===== config.mk =====
export PLATFORM = sky130hd
export DESIGN_NAME = mem_burst_ctrl_fsm
export DESIGN_NICKNAME = d
export VERILOG_FILES = /design/src/rtl/mem_burst_ctrl_fsm.sv
export SDC_FILE = /design/constraint.sdc
export NUM_CORES = 1
export LEC_CHECK = 0
export ABC_CLOCK_PERIOD_IN_PS = 3180
export BUFFER_PORTS_ARGS = -buffer_cell sky130_fd_sc_hd__buf_2
export CAP_MARGIN = 15
export CORE_UTILIZATION = 30
export CTS_BUF_LIST = sky130_fd_sc_hd__clkbuf_8
export DETAILED_ROUTE_END_ITERATION = 10
export SKIP_CTS_REPAIR_TIMING = 1
export SYNTH_ARGS = -nofsm -noshare
export SYNTH_HDL_FRONTEND = slang
export SYNTH_SLANG_ARGS = --single-unit

===== constraint.sdc =====
create_clock -name clk -period 3.18 [get_ports clk]
set_clock_uncertainty 0.2 [all_clocks]
set_input_delay 0.954 -clock clk [delete_from_list [all_inputs] [get_ports clk]]
set_output_delay 0.954 -clock clk [all_outputs]
set_load 0.01 [all_outputs]

===== src/rtl/mem_burst_ctrl_fsm.sv =====
// Memory burst controller: accepts a read/write request in IDLE, issues N beats
// (single or BURST_LEN) with registered oe/we/addr_ofs/done/busy, then one RECOV cycle.
module mem_burst_ctrl_fsm #(
    parameter int BURST_LEN = 4,
    parameter bit WR_BURST  = 1'b1,
    localparam int CNT_W    = (BURST_LEN > 2) ? $clog2(BURST_LEN) : 1
) (
    input  logic             clk,
    input  logic             reset,
    input  logic             mem,
    input  logic             rw,
    input  logic             burst,
    output logic             oe,
    output logic             we,
    output logic [CNT_W-1:0] addr_ofs,
    output logic             done,
    output logic             busy,
    output logic [3:0]       state_dbg
);

    typedef enum logic [3:0] {
        IDLE  = 4'b0001,
        READ  = 4'b0010,
        WRITE = 4'b0100,
        RECOV = 4'b1000
    } state_t;

    localparam logic [CNT_W-1:0] LAST_BURST = CNT_W'(BURST_LEN - 1);

    state_t           state_q;
    state_t           state_n;
    logic [CNT_W-1:0] last_q;
    logic [CNT_W-1:0] last_n;
    logic [CNT_W-1:0] cnt_n;
    logic             beat_n;

    assign state_dbg = state_q;

    // addr_ofs doubles as the beat counter; last_q holds N-1 for the active transaction.
    always_comb begin
        state_n = IDLE;
        cnt_n   = '0;
        last_n  = last_q;
        case (state_q)
            IDLE: begin
                if (mem) begin
                    state_n = rw ? READ : WRITE;
                    last_n  = (burst && (rw || WR_BURST)) ? LAST_BURST : '0;
                end
            end
            READ, WRITE: begin
                if (addr_ofs == last_q) begin
                    state_n = RECOV;
                end else begin
                    state_n = state_q;
                    cnt_n   = addr_ofs + CNT_W'(1);
                end
            end
            RECOV: begin
                state_n = IDLE;
            end
            default: begin
                state_n = IDLE;
                last_n  = '0;
            end
        endcase
        beat_n = (state_n == READ) || (state_n == WRITE);
    end

    // Outputs are loaded from the look-ahead decode so they line up with the state they describe.
    always_ff @(posedge clk) begin
        if (reset) begin
            state_q  <= IDLE;
            last_q   <= '0;
            oe       <= 1'b0;
            we       <= 1'b0;
            addr_ofs <= '0;
            done     <= 1'b0;
            busy     <= 1'b0;
        end else begin
            state_q  <= state_n;
            last_q   <= last_n;
            oe       <= (state_n == READ);
            we       <= (state_n == WRITE);
            addr_ofs <= cnt_n;
            done     <= beat_n && (cnt_n == last_n);
            busy     <= (state_n != IDLE);
        end
    end

endmodule


==> results.tsv <==
stage	metric	value	unit
status	status	complete, no violations	
setup_path	startpoint types	flop	
worst_hold_path	Hold Crit Depth	2	
pwr	Max VDD drop	0.247	mV
yosys	Mean Syn Cell Area	8.87	um2
worst_hold_path	WHS Endpoint	last_q[1]	
setup_path	WS Path Type	reg -> out	
setup_path	critical path's top delay family	flip-flops	
floorplan	Initial Utilization	33.5	%
finish	Final nets	87	
yosys	synthesized instance count	68	
setup_path	FF-to-FF path depth	5	
route	DR WL/cell	10.3	um
setup_path	Max stage delay cell, worst path	dfxtp_1	
clock_tree	root buffer cell	clkbuf_8	
sta	fmax	472	MHz
yosys	Yosys top cell by area	dfxtp_1	
place	routability congestion estimate	0.746	
clock_tree	total number of H-tree levels	1	
yosys	Primary FF master, synth	dfxtp_1	
flow_run	max_cap viols	0	
place	Port Buffers	14	
yosys	Unique masters post-synth	32	
pwr	clock network fraction of total power	43.1	%
yosys	count leader, synth	dfxtp_1	
clock_tree	CTS tree	yes	
yosys	cell area after synthesis	603	um2
sta	worst setup margin	1060	ps
route	Post-DRT Antenna Nets	0	
sta	Final Hold Fails	0	
setup_path	crit path DAT	960	ps
route	TritonRoute pass-1 iters	4	
sta	Final Cycle Share	66.6	%
pwr	switch share	23.3	%
yosys	Yosys Warn Count	0	
sta	slew of the pin with the lowest slew margin	448	ps
yosys	Seq cells post-synth	12	
place	Setup WS pre-CTS	822	ps
finish	area of the multi-input gates	317	um2
floorplan	# rows	15	
floorplan	Die Y	46.8	um
pwr	Int Pwr	0.291	mW
route	DRC viols	0	
sta	final period demand of the worst path	2120	ps
grt	largest net degree at the start of global routing	12	
yosys	sequential area share after synthesis	39.8	%
sta	Fin Setup TNS	0	ps
setup_path	max incr delay on CP	530	ps
floorplan	die width	46.8	um
pwr	Seq pwr share	44.4	%
sta	Slew Viols, Final	0	
pwr	Comb pwr share	12.4	%
setup_path	CP endpoint kind	output pin	
floorplan	CORE AREA	1800	um2
pwr	Psw	0.0883	mW
clock_tree	Max clock buf depth	2	
setup_path	CP bufs+invs	1	
finish	register area	240	um2
route	vias per inst	4.71	
route	routed wire length	1.10	mm
clock_tree	Clock Sink Count	12	
grt	vias in the first global route	435	
floorplan	die area	2190	um2
setup_path	CP max FO	11	
grt	GRT Total Usage	11.8	%
finish	final core occ	40.0	%
worst_hold_path	min-delay src	last_q[1]	
setup_path	r2r endpoint	done	
finish	fill count	206	
setup_path	Reg2Reg Setup Slack	1340	ps
sta	Worst slew margin	69.7	%
clock_tree	CTS clk-pin slew, worst paths	50	ps
yosys	fraction of registers with async set/reset	0	%
finish	Layout area overhead	19.5	%
grt	first-pass GRT wire length	1.86	mm
finish	layout cells sized above 1	30.9	%
pwr	leak pwr	0.312	nW
yosys	Synth top cells by count	dfxtp_1, nor2_1, a21oi_1, nor2b_1, xnor2_1	
route	via count	499	
setup_path	CP Cell Sequence	buf_2	
sta	final-report setup violation count	0	
sta	unrepaired setup endpoints after global routing	no	
clock_tree	CTS buffer count	3	
setup_path	FF-to-FF Start	state_dbg[2]	
pwr	PwrDens	527	nW/um2
yosys	Syn Nets	73	
yosys	Synth top area share	39.8	%
worst_hold_path	HP Class	reg -> reg	
setup_path	worst path required time	2030	ps
clock_tree	clk_lat worst skew	230	ps
floorplan	Boundary Pins	15	
grt	initial antenna violation count	0	
finish	antenna diode instance count	0	
place	post-DP HPWL	825	um
yosys	Synth area leaders	dfxtp_1, xnor2_1, nor2_1	
yosys	Post-synth EDFFs	0	
grt	total grt overflow	0	
route	Detailed Route Iter0 Violations	14	
==> how the worst max path moves through the flow <==
| stage | slack, ps | endpoint | depth (start not counted) | startpoint |
|---|---|---|---|---|
| floorplan | 1000 | done | 5 | mem |
| global placement | 840 | done | 6 | mem |
| detailed placement | 820 | done | 6 | mem |
| CTS | 1070 | state_dbg[2] | 1 | state_dbg[2] |
| global route | 1000 | state_dbg[0] | 1 | state_dbg[0] |
| finish | 1060 | state_dbg[0] | 1 | state_dbg[0] |
==> layer usage <==
metal	share of wire [%]	routed length [um]	global-route usage, %	vias up
met1	51	561	17.3	235
li1	-	-	-	255
met4	0	0	3.43	0
met5	0	0	0	-
met2	47	512	16.7	9
met3	2.0	22	3.46	0
==> flip-flops by register name (all words and copies together), names as in the netlist <==
name and count:
state_dbg 4, addr_ofs 2, last_q 2, busy 1, done 1, oe 1, we 1
==> area by class of cell <==
class / count / share of cell area, %
clock buffers: 4 / 7.64
inverters: 2 / 1.04
multi-input cells: 49 / 43.9
flip-flops and latches: 12 / 33.3
well taps: 25 / 4.34
repair buffers: 14 / 9.72
==> cells by family (layout without fill, tap and decap cells) <==
group	after synthesis	count (layout)	synth area share (%)
compound gates	12	12	12.9
xor+xnor	5	5	7.26
buf+inv	7	20	7.68
flops	12	12	39.8
simple gates	32	32	32.4
==> stage by stage <==
stage / hold slack (ps) / cell area (um2) / total power, mW / std cells
floorplan: 339 / 603 / 0.208 / 68
global placement: 390 / 666 / 0.219 / 102
detailed placement: 369 / 666 / 0.219 / 102
CTS: 380 / 721 / 0.384 / 106
global route: 408 / 721 / 0.400 / 106
finish: 385 / 721 / 0.380 / 106
==> cells in the final DEF (no fill, tap or decap), types with 2 or more instances in the layout <==
cell and instances:
dfxtp_1 12, inv_1 2, xnor2_1 4, nor2_1 8, o21ai_0 2, nand2_1 3, nor2b_1 4, nor4b_1 2
buf_2 14, clkbuf_8 4, nor3_1 2, nand2b_1 2, a21oi_1 5
==> power by group through the flow <==
stage / clock, mW / sequential [mW] / combinational [mW]
after floorplan: 0 / 0.169 / 0.0390
after global placement: 0 / 0.171 / 0.0471
after detailed placement: 0 / 0.171 / 0.0477
after CTS: 0.168 / 0.168 / 0.0477
after global routing: 0.176 / 0.170 / 0.0534
final: 0.164 / 0.169 / 0.0472
==> worst register-to-register path, delay by kind of cell (launching register included) <==
family           cells  cell delay [ps]
flip-flops           1              520
AO/OA/AOI/OAI        2              450
AND/OR/NAND/NOR      1              330
XOR/XNOR             2              280
(Power assumes the default switching activity.)
